## config.mk

```make
export PLATFORM = sky130hd
export DESIGN_NAME = decodificador_n_varredura
export DESIGN_NICKNAME = d
export VERILOG_FILES = /design/src/rtl/decodificador_n_varredura.sv
export SDC_FILE = /design/constraint.sdc
export NUM_CORES = 1
export LEC_CHECK = 0
export ABC_AREA = 1
export CAP_MARGIN = 20
export CORE_MARGIN = 5
export CORE_UTILIZATION = 43
export DETAILED_ROUTE_END_ITERATION = 10
export MAX_ROUTING_LAYER = met4
export PLACE_DENSITY = 0.81
export SLEW_MARGIN = 0
export SYNTH_ARGS = -nofsm -noshare
export SYNTH_HDL_FRONTEND = slang
export SYNTH_SLANG_ARGS = --single-unit
export TNS_END_PERCENT = 1
```

## constraint.sdc

```tcl
create_clock -name clk -period 1.08 [get_ports clk]
set_clock_uncertainty 0.05 [all_clocks]
set_input_delay 0.27 -clock clk [delete_from_list [all_inputs] [get_ports clk]]
set_output_delay 0.27 -clock clk [all_outputs]
set_load 0.02 [all_outputs]
```

## src/rtl/decodificador_n_varredura.sv

```systemverilog
// decodificador_n_varredura: registered N-to-2^N one-hot decoder with a
// direct decode mode and a timed one-hot sweep mode, plus an inhibit mask.
module decodificador_n_varredura #(
  parameter int LARGURA     = 2,
  parameter int PERMANENCIA = 4
) (
  input  logic                  clk,
  input  logic                  rst,
  input  logic                  modo,
  input  logic                  inibe,
  input  logic [LARGURA-1:0]    codigo,
  input  logic                  codigo_valido,
  output logic [2**LARGURA-1:0] y,
  output logic [LARGURA-1:0]    indice,
  output logic                  y_valido,
  output logic                  fim_varredura
);

  localparam int SAIDAS = 2**LARGURA;
  localparam int LP =
    (PERMANENCIA > 1) ? $clog2(PERMANENCIA) : 1;

  localparam logic [LP-1:0] ULTIMO_CICLO =
    LP'(PERMANENCIA - 1);
  localparam logic [LARGURA-1:0] ULTIMA_SAIDA =
    LARGURA'(SAIDAS - 1);
  localparam logic [SAIDAS-1:0] UM = SAIDAS'(1);

  typedef enum logic [1:0] {
    OCIOSO,
    DIRETO,
    VARREDURA
  } estado_t;

  estado_t             estado;
  estado_t             prox_estado;
  logic [LP-1:0]       perm;
  logic [LP-1:0]       prox_perm;
  logic [SAIDAS-1:0]   prox_y;
  logic [LARGURA-1:0]  prox_indice;
  logic                prox_valido;
  logic                prox_fim;
  logic                retido;
  logic                prox_retido;
  logic                pausado;
  logic                prox_pausado;

  always_ff @(posedge clk) begin
    if (rst) begin
      estado        <= OCIOSO;
      y             <= '0;
      indice        <= '0;
      y_valido      <= 1'b0;
      fim_varredura <= 1'b0;
      perm          <= '0;
      retido        <= 1'b0;
      pausado       <= 1'b0;
    end else begin
      estado        <= prox_estado;
      y             <= prox_y;
      indice        <= prox_indice;
      y_valido      <= prox_valido;
      fim_varredura <= prox_fim;
      perm          <= prox_perm;
      retido        <= prox_retido;
      pausado       <= prox_pausado;
    end
  end

  // retido: DIRETO currently holds an accepted code
  // pausado: previous edge was masked, so a sweep resumes with fresh dwell
  always_comb begin
    prox_estado  = estado;
    prox_y       = y;
    prox_indice  = indice;
    prox_valido  = y_valido;
    prox_fim     = 1'b0;
    prox_perm    = perm;
    prox_retido  = retido;
    prox_pausado = 1'b0;

    if (inibe) begin
      prox_y       = '0;
      prox_valido  = 1'b0;
      prox_pausado = 1'b1;
    end else if (modo) begin
      prox_estado = VARREDURA;
      prox_valido = 1'b1;
      if (estado != VARREDURA) begin
        prox_indice = '0;
        prox_perm   = '0;
      end else if (pausado) begin
        prox_perm = '0;
      end else if (perm == ULTIMO_CICLO) begin
        prox_perm   = '0;
        prox_indice = indice + 1'b1;
        prox_fim    = (indice == ULTIMA_SAIDA);
      end else begin
        prox_perm = perm + 1'b1;
      end
      prox_y = UM << prox_indice;
    end else begin
      if (codigo_valido) begin
        prox_estado = DIRETO;
        prox_indice = codigo;
        prox_retido = 1'b1;
      end else if (estado == VARREDURA) begin
        prox_estado = DIRETO;
        prox_retido = 1'b0;
      end
      prox_valido = prox_retido;
      prox_y      = prox_retido ? (UM << prox_indice) : '0;
    end
  end

endmodule

```

==> results of run 1 <==
==> power by group <==
group	leakage, nW	switching [W]	total [W]	internal [W]
combinational	0.338	0.000134	0.000246	0.000112
sequential	0.118	0.0000173	0.000547	0.000529
clock	0.0210	0.000185	0.000390	0.000205
total	0.477	0.000336	0.00118	0.000846
==> layer usage <==
metal  wire [um]  global-route usage [%]
met1         870                    18.0
met2        1110                    23.4
met3         139                    3.55
met4          28                    6.38
met5           0                       -
==> cell families (layout without fill, tap and decap cells) <==
family | count (synthesis) | in the layout
flops | 14 | 14
compound gates | 17 | 17
simple gates | 47 | 47
fa+ha+maj | 3 | 3
buf+inv | 18 | 52
==> cells in the final DEF (no fill, tap or decap), types with 2 or more instances in the layout <==
cell             count
buf_4               17
nand2_1             16
inv_1               12
dfxtp_1              8
nand3_1              7
buf_6                7
inv_2                5
nand3_2              5
nor2_1               5
a21oi_2              5
a21oi_1              4
dfxtp_4              4
clkdlybuf4s50_1      4
nand2_2              3
nor2_4               3
o21ai_1              3
nand4_1              3
ha_4                 3
clkbuf_4             3
dfxtp_2              2
dlygate4sd2_1        2
==> Yosys cell counts (all sizes together) (2+ instances only) <==
cell type and instances:
nand2 20, inv 17, dfxtp 14, nand3 13, a21oi 9, nor2 9, o21ai 6, ha 3
nand4 3, nor3 2
==> per-stage QoR <==
stage / utilization [%] / hold slack [ns] / cell area [um^2] / std cells
2_1_floorplan: - / 0.289 / 704 / 99
3_3_place_gp: 62.6 / 0.410 / 955 / 141
3_5_place_dp: 62.6 / 0.413 / 955 / 141
4_1_cts: 64.4 / 0.433 / 982 / 145
5_1_grt: 76.8 / 0.459 / 1170 / 149
6_report: 76.8 / 0.431 / 1170 / 149
==> flip-flops by register name, summed over array words and instances (netlist names) <==
signal	flops
estado	2
fim_varredura	1
indice	2
pausado	1
perm	2
retido	1
y	4
y_valido	1
==> what timing repair did <==
action	CTS	global route
buffers inserted	0	4
pin swaps	4	12
gates resized for setup	44	42
setup endpoints to repair	19	19
==> final cells by class <==
class / instances / area (um^2)
Multi-Input combinational cell: 67 / 483
Fill cell: 108 / 354
Sequential cell: 14 / 298
Timing Repair Buffer: 31 / 269
Inverter: 17 / 63.8
Clock buffer: 4 / 36.3
Tap cell: 16 / 20.0
==> worst min-delay path: stages (launching register included) <==
cell and delay, ns:
dfxtp_2 0.34, nand2_1 0.06, a21oi_1 0.05
==> how the worst min path moves through the flow <==
stage / end / slack (ns) / cells past startpoint
final: estado[1] / 0.43 / 2
after detailed placement: fim_varredura / 0.41 / 1
after global placement: fim_varredura / 0.41 / 1
after CTS: fim_varredura / 0.43 / 1
after global routing: estado[1] / 0.46 / 2
after floorplan: estado[1] / 0.29 / 1
==> impl_results.md, run 1 <==
- TritonCTS clock tree: yes
- Antenna violations before repair: 0
- Vias in the first global route: 685
- Worst reg2reg startpoint: indice[0]
- Synth Area in Compound Gates: 13.2%
- Drc violations: 0
- Post-synth EDFFs: 0
- Design Power: 0.00118 W
- Routed via count: 786
- Height of the die: 50.3 um
- Post-Synth XOR/XNOR Area: 0%
- Core ar.: 1520 um^2
- Worst Min Path Start: estado[1]
- Critical Path Sink Type: flop
- Post-synthesis average cell area: 7.06 um^2
- Register-to-register path setup slack: -0.26 ns
- Vias per std cell: 5.28
- Final HPWL DP: 1330 um
- I/O Pins: 15
- Seq/Total Area, Yosys: 40.1%
- Levels on crit path: 6
- Area contributors post-synth: dfxtp_1 40%, nand2_1 10%, nand3_1 9.3%, inv_1 7.5%, a21oi_1 6.4%
- WP buf/inv: 1
- Cell taking the most area after synthesis: dfxtp_1
- Period minus WS final: 1.34 ns
- Slew headroom: 83.6%
- Setup crit start: indice[0]
- Port buffer count: 14
- Setup ws final: -0.255 ns
- Total grt overflow: 0
- CP delay by family, top: flip-flops
- Area Overhead vs Synth: 67.3%
- Post-synthesis cell type count: 19
- Worst Hold Class: reg2reg
- Num CTS Buffers: 3
- Rows: 14
- Pre-CTS WS: -0.425 ns
- Highest clock rate: 749 MHz
- Clk buf depth: 2
- Final setup fails: 9
- Slowest cell on crit path: dfxtp_4
- CTS Root Cell: clkbuf_4
- Mux contribution to synthesized area: 0%
- CTS Hold Bufs: 0
- WL final: 2150 um
- CP cell instances: ha_4 > inv_2 > nand3_4 > nand3_2 > nand3_1 > a21oi_1
- Worst Path Arrival: 1.48 ns
- Post-Synth Adder-Cell Area: 5.37%
- Setup TNS Final: -1.35 ns
- Synth async-reset ratio: 0%
- Yosys reg bits: 14
- Post-synthesis simple-gate area fraction: 31.1%
- Critical Path RT: 1.22 ns
- P_leak: 0.477 nW
- # diodes: 0
- Sink Count: 14
- Setup crit start kind: flop
- Pwr/cell area: 1010 nW/um^2
- Hold Violations, Final: 0
- Cells after Synth: 99
- Worst Path Class, Setup: reg2reg
- DRT iter0 DRCs: 17
- CP max stage delay: 0.38 ns
- H-tree depth: 1
- RSZ-0062 raised after global routing: true
- Total GRT Usage: 14.9%
- Failing checks: negative setup slack
- Area share of the largest cell type after synthesis: 40.1%
- Die area: 2530 um^2
- Largest family of logic cells by synthesized area: simple AND/OR/NAND/NOR gates
- Cell area after synthesis: 699 um^2
- Syn Nets: 109
- Clk Latency, worst-skew pair: 0.29 ns
- Max-slew violation count: 0
- Pin count of the biggest net entering global routing: 9
- Max IR drop VDD: 0.870 mV
- Part of the cycle the worst path needs: 124%
- Main synth FF type: dfxtp_1
- Fin nets: 144
- Final Wtd Congestion: 0.867
- Global-route wire length before repair: 2900 um
- Synth warn: 0
- Drt wl/cell: 14.4 um
- Antenna violation net count after detailed routing: 0
- Max-Cap Viols: 0
- Pre-antenna DRT Iters: 5
- R2R depth: 6
- Worst-path clk slew: 0.10 ns
- R2R Path End: y[0]
- Share of cells above drive strength 1: 48.9%
- Crit-path max FO: 4
- Initial Utilization: 45.9%
- Outcome: finished, violations left
- Crit path to: y[0]
- Die Span X: 50.3 um
- Slew @ Worst Pin: 0.244 ns
Power figures use the tool's default switching activity.
==> run 2: changes to the inputs <==
--- a/config.mk
+++ b/config.mk
@@ -16,4 +16,3 @@
 export SYNTH_ARGS = -nofsm -noshare
 export SYNTH_HDL_FRONTEND = slang
 export SYNTH_SLANG_ARGS = --single-unit
-export TNS_END_PERCENT = 1
==> run 2 against run 1 <==
Compared with the run above: the flow still finishes with violations (negative setup slack); worst hold slack worse by 0.12 ns; clock power decreased by 1%; sequential power about the same; critical path depth up 1; core utilization is 4.5 points lower; maximum frequency grew 9.2%; final area fell by 5.9%; power decreased by 2.8%; sequential share of layout area up 1.8 points; via count is 0.13% higher; count of clock-buffer cells in the layout stayed put; critical path type unchanged; critical endpoint is now y[2]; largest power group unchanged.
==> impl_results.md, run 2 (synthesis gave the netlist of run 1 again) <==
- Outcome: finished, violations left
- Failing checks: negative setup slack
- Crit-path max FO: 3 (-1)
- Worst-path clk slew: 0.09 ns (about the same)
- WL final: 1880 um (-13%)
- Height of the die: 50.3 um (unchanged)
- Num CTS Buffers: 3 (unchanged)
- Post-DP Area: 967 um^2 (+1.3%)
- Pin count of the biggest net entering global routing: 9 (unchanged)
- Global-route wire length before repair: 2730 um (-5.9%)
- Final setup fails: 8 (-1)
- H-tree depth: 1 (unchanged)
- Uppermost layer routed: met4
- RSZ-0062 raised after global routing: true
- Post-Route Utilization: 72.2% (-4.5 points)
- Clk buf depth: 2 (unchanged)
- Setup ws final: -0.143 ns (+0.113 ns)
- Total GRT Usage: 14.4% (-0.44 points)
- WP buf/inv: 1 (unchanged)
- Reg with most FFs: y
- Pwr/cell area: 1040 nW/um^2 (+3.3%)
- Multi-input gate area: 450 um^2 (-6.7%)
- Setup crit start kind: flop
- Pre-antenna DRT Iters: 4 (-1)
- Total grt overflow: 0 (unchanged)
- Sink Count: 14 (unchanged)
- I/O Pins: 15 (unchanged)
- Vias in the first global route: 637 (-7.0%)
- Critical Path Sink Type: flop
- Area Overhead vs Synth: 57.4%
- Finished Cell Area: 1100 um^2 (-5.9%)
- Die Span X: 50.3 um (unchanged)
- Antenna violations before repair: 0 (unchanged)
- Worst Hold Class: in2reg
- DRT iter0 DRCs: 22 (+5)
- Rows: 14 (unchanged)
- Share of cells above drive strength 1: 44.5% (-4.3 points)
- P_leak: 0.461 nW (-3.4%)
- # diodes: 0 (unchanged)
- R2R depth: 7 (+1)
- CP delay by family, top: flip-flops
- Highest clock rate: 818 MHz (+9.2%)
- TritonCTS clock tree: yes
- Worst reg2reg startpoint: indice[0]
- Routed via count: 787 (+0.13%)
- CTS Hold Bufs: 0 (unchanged)
- Slowest cell on crit path: dfxtp_4
- Core ar.: 1520 um^2 (unchanged)
- Port buffer count: 14 (unchanged)
- Max FFs per register: 4 (unchanged)
- Max-Cap Viols: 0 (unchanged)
- Met3 WL post-DR: 123 um (-12%)
- Die area: 2530 um^2 (unchanged)
- Drt wl/cell: 13.1 um (-9.5%)
- Most common cell after layout, fill and taps aside: nand2_1
- Part of the cycle the worst path needs: 113% (-10 points)
- Critical Path RT: 1.25 ns (+0.03 ns)
- Met2 wire len: 947 um (-15%)
- CTS Root Cell: clkbuf_4
- Antenna violation net count after detailed routing: 0 (unchanged)
- Worst Path Class, Setup: reg2reg
- Setup crit start: indice[0]
- Initial Utilization: 45.9% (unchanged)
- Final HPWL DP: 1260 um (-5.0%)
- Levels on crit path: 7 (+1)
- Vias per std cell: 5.47 (+3.6%)
- Period minus WS final: 1.22 ns (-0.113 ns)
- Final Wtd Congestion: 0.939 (+8.3%)
- Hold Path Depth: 4 (+2)
- Worst Min Path Start: inibe
- Worst Path Arrival: 1.40 ns (-0.08 ns)
- Layout filler cell count: 125 (+16%)
- Commonest non-fill, non-tap cells in the layout: 18 x nand2_1, 13 x buf_4, 12 x inv_1, 10 x nand3_1
- CP max stage delay: 0.37 ns (about the same)
- Fin nets: 139 (-3.5%)
- Hold Violations, Final: 0 (unchanged)
- Max IR drop VDD: 0.623 mV (-28%)
- Slew headroom: 82.9% (-0.75 points)
- Clk Latency, worst-skew pair: 0.29 ns (about the same)
- Post-route met1 wirelength: 775 um (-11%)
- CP cell instances: ha_4 > inv_2 > nand3_2 > nand2_1 > nor2_1 > nand3_1 > a21oi_2
- Sequential Area: 300 um^2 (+0.84%)
- Slew @ Worst Pin: 0.256 ns (+0.0111 ns)
- Max-slew violation count: 0 (unchanged)
- Drc violations: 0 (unchanged)
## run 2: cell count changes in the layout (fill, tap and decap cells not counted), sizes merged
cell,previous run,this run
dlymetal6s2s,0,1
clkdlybuf4s50,4,3
buf,25,20
## run 2: worst min-delay path: cells and delay by family
family | cells | cell delay [ns]
simple gates | 3 | 0.22
buf+inv | 1 | 0.13
## run 2: cell type report
class / count / area share (%)
Tap cell: 16 / 1.82
Timing Repair Buffer: 26 / 20.9
Multi-Input combinational cell: 67 / 40.9
Inverter: 17 / 5.80
Sequential cell: 14 / 27.3
Clock buffer: 4 / 3.30
## run 2: worst paths after layout
kind | end | slack (ns)
worst min register to register | estado[1] | 0.44
worst max-delay path | y[2] | -0.14
worst max register to register | y[2] | -0.14
worst min-delay path | fim_varredura | 0.31
## run 2: where the power goes
part | switching (W) | internal (W)
Sequential | 0.0000149 | 0.000529
Combinational | 0.000125 | 0.0000954
Clock | 0.000180 | 0.000205
Total | 0.000320 | 0.000830
## run 2: timing repair
action                                  4_1_cts  5_1_grt
pin swaps                                     8        2
resized for setup                            50       25
buffers inserted                              1        0
endpoints found under the setup margin       21       20
cloned                                        0        0
## run 2: stage by stage
step	TNS [ns]	setup WS (ns)	power [W]	instances	hold WS, ns
after CTS	-0.609	-0.137	0.00113	144	0.432
after global routing	-1.40	-0.258	0.00121	144	0.312
after global placement	-5.63	-0.376	0.000749	139	0.424
final	-0.712	-0.143	0.00115	144	0.314
after detailed placement	-6.10	-0.445	0.000753	139	0.433
after floorplan	-0.164	-0.0701	0.000662	99	0.289
## run 2: routing by layer
layer	vias up	global-route usage (%)
met2	32	22.2
met3	5	4.14
met4	0	7.66
met1	367	16.9
li1	383	-
met5	-	-
==> run 3: changes to the inputs <==
--- a/config.mk
+++ b/config.mk
@@ -12,6 +12,7 @@
 export DETAILED_ROUTE_END_ITERATION = 10
 export MAX_ROUTING_LAYER = met4
 export PLACE_DENSITY = 0.81
+export SKIP_CTS_REPAIR_TIMING = 1
 export SLEW_MARGIN = 0
 export SYNTH_ARGS = -nofsm -noshare
 export SYNTH_HDL_FRONTEND = slang
==> run 3 against run 2 <==
Compared with the run above: the run still ends with negative setup slack left; sequential power rose by 0.7%; via count decreased by 2.3%; non-clock buffer count down 1; die area is the same; final cell count decreased by 0.69%; global-route usage shrank 0.83 points; clock power fell by 1%; sequential share of layout area down 0.22 points; power rose by 0.25%; routed wire length shrank 3.3%; worst setup slack worse by 0.048 ns; worst hold slack improved by 0.0023 ns; critical endpoint is now y[0].
==> impl_results.md, run 3 (synthesis gave the netlist of run 1 again) <==
- Outcome: finished, violations left
- Failing checks: negative setup slack
- Share of cells above drive strength 1: 47.2% (+2.7 points)
- Setup ws final: -0.191 ns (-0.0485 ns)
- Part of the cycle the worst path needs: 118% (+4.5 points)
- Setup crit start kind: flop
- Max-slew violation count: 0 (unchanged)
- Port buffer count: 14 (unchanged)
- CP delay by family, top: flip-flops
- CP max stage delay: 0.39 ns (+0.02 ns)
- M3 GR Usage: 4.14% (unchanged)
- H-tree depth: 1 (unchanged)
- P_leak: 0.487 nW (+5.8%)
- Worst Hold Class: in2reg
- Clk Latency, worst-skew pair: 0.28 ns (about the same)
- Total GRT Usage: 13.6% (-0.83 points)
- Worst Path Arrival: 1.41 ns (about the same)
- Busiest grt layer: met2
- Met2 Usage GRT: 19.2% (-2.9 points)
- Setup TNS Final: -0.905 ns (-0.193 ns)
- Die Span X: 50.3 um (unchanged)
- I/O Pins: 15 (unchanged)
- Num CTS Buffers: 3 (unchanged)
- RSZ-0062 raised after global routing: true
- Post-DP Area: 967 um^2 (unchanged)
- Area Overhead vs Synth: 58.7%
- Most common cell after layout, fill and taps aside: nand2_1
- Critical Path RT: 1.22 ns (-0.03 ns)
- Commonest non-fill, non-tap cells in the layout: 15 x nand2_1, 12 x inv_1, 11 x buf_4, 10 x nand3_1
- Critical Path Sink Type: flop
- Finished Cell Area: 1110 um^2 (+0.79%)
- Hold Slack: 0.316 ns (+0.00231 ns)
- Final HPWL DP: 1260 um (unchanged)
- Drt wl/cell: 12.7 um (-2.7%)
- Core ar.: 1520 um^2 (unchanged)
- Max-Cap Viols: 0 (unchanged)
- Most common cell on crit path: nand3_1
- Vias per std cell: 5.38 (-1.6%)
- Final setup fails: 9 (+1)
- Pre-CTS WS: -0.445 ns (unchanged)
- Met1 Usage GRT: 16.6% (-0.24 points)
- Fin nets: 138 (-0.72%)
- WL final: 1820 um (-3.3%)
- Pwr/cell area: 1040 nW/um^2 (-0.54%)
- TritonCTS clock tree: yes
- Layout filler cell count: 121 (-3.2%)
- DRT iter0 DRCs: 9 (-59%)
- # diodes: 0 (unchanged)
- Reg with most FFs: y
- Slowest cell on crit path: dfxtp_4
- Hold Violations, Final: 0 (unchanged)
- Total grt overflow: 0 (unchanged)
- Highest clock rate: 787 MHz (-3.8%)
- Slew headroom: 81.7% (-1.2 points)
- Die area: 2530 um^2 (unchanged)
- Clk buf depth: 2 (unchanged)
- Global-route wire length before repair: 2590 um (-5.1%)
- Sequential Area: 300 um^2 (unchanged)
- Crit-path max FO: 4 (+1)
- Final Wtd Congestion: 0.939 (unchanged)
- Height of the die: 50.3 um (unchanged)
- Period minus WS final: 1.27 ns (+0.0485 ns)
- Routed via count: 769 (-2.3%)
- CP cell instances: ha_2 > nand3_2 > nand3_1 > nand3_1 > a21oi_1
- Pin count of the biggest net entering global routing: 9 (unchanged)
- Rows: 14 (unchanged)
- Antenna violation net count after detailed routing: 0 (unchanged)
- Worst-path clk slew: 0.09 ns (about the same)
- Drc violations: 0 (unchanged)
- Vias in the first global route: 614 (-3.6%)
- Slew @ Worst Pin: 0.274 ns (+0.0185 ns)
- Sink Count: 14 (unchanged)
- Pre-antenna DRT Iters: 4 (unchanged)
- CTS Root Cell: clkbuf_4
- Worst Path Class, Setup: reg2reg
- Multi-input gate area: 448 um^2 (-0.56%)
- Antenna violations before repair: 0 (unchanged)
- Initial Utilization: 45.9% (unchanged)
- Max FFs per register: 4 (unchanged)
- WP buf/inv: 0 (-1)
- Max IR drop VDD: 0.589 mV (-5.5%)
==> run 3: changes by cell type in the layout (fill, tap and decap cells not counted), sizes merged <==
cell | previous run | this run
dlymetal6s2s | 1 | 4
dlygate4sd2 | 2 | 0
buf | 20 | 18
==> run 3: worst paths after layout <==
path | startpoint | to | slack [ns] | cells past startpoint
setup / recovery | perm[0] | y[0] | -0.19 | 5
hold / removal | inibe | pausado | 0.32 | 3
hold reg to reg | estado[1] | estado[1] | 0.44 | 2
setup reg to reg | perm[0] | y[0] | -0.19 | 5
==> run 3: final cells by class <==
cell class	count	share of cell area, %
Sequential cell	14	27.1
Tap cell	16	1.80
Timing Repair Buffer	25	21.8
Inverter	17	5.75
Multi-Input combinational cell	67	40.4
Clock buffer	4	3.27
==> run 3: metrics by stage <==
step / total power [W] / utilization, % / instances
5_1_grt: 0.00122 / 72.8 / 143
6_report: 0.00115 / 72.8 / 143
3_5_place_dp: 0.000753 / 63.5 / 139
3_3_place_gp: 0.000749 / 63.5 / 139
2_1_floorplan: 0.000662 / - / 99
4_1_cts: 0.00114 / 65.8 / 143
==> run 3: layer usage <==
layer	wire length, um	share of wire [%]
met4	25	1.4
met5	0	0
met3	86	4.7
met1	783	43
met2	924	51
==> run 3: report_power, final <==
group	leakage [nW]	total [W]	internal (W)	switching, W
Combinational	0.347	0.000224	0.0000998	0.000125
Sequential	0.120	0.000548	0.000533	0.0000154
Clock	0.0210	0.000380	0.000205	0.000175
==> run 3: worst register-to-register path, cell delays in order (launching register included) <==
cell and delay, ns:
dfxtp_4 0.39, ha_2 0.23, nand3_2 0.11, nand3_1 0.12, nand3_1 0.10, a21oi_1 0.18
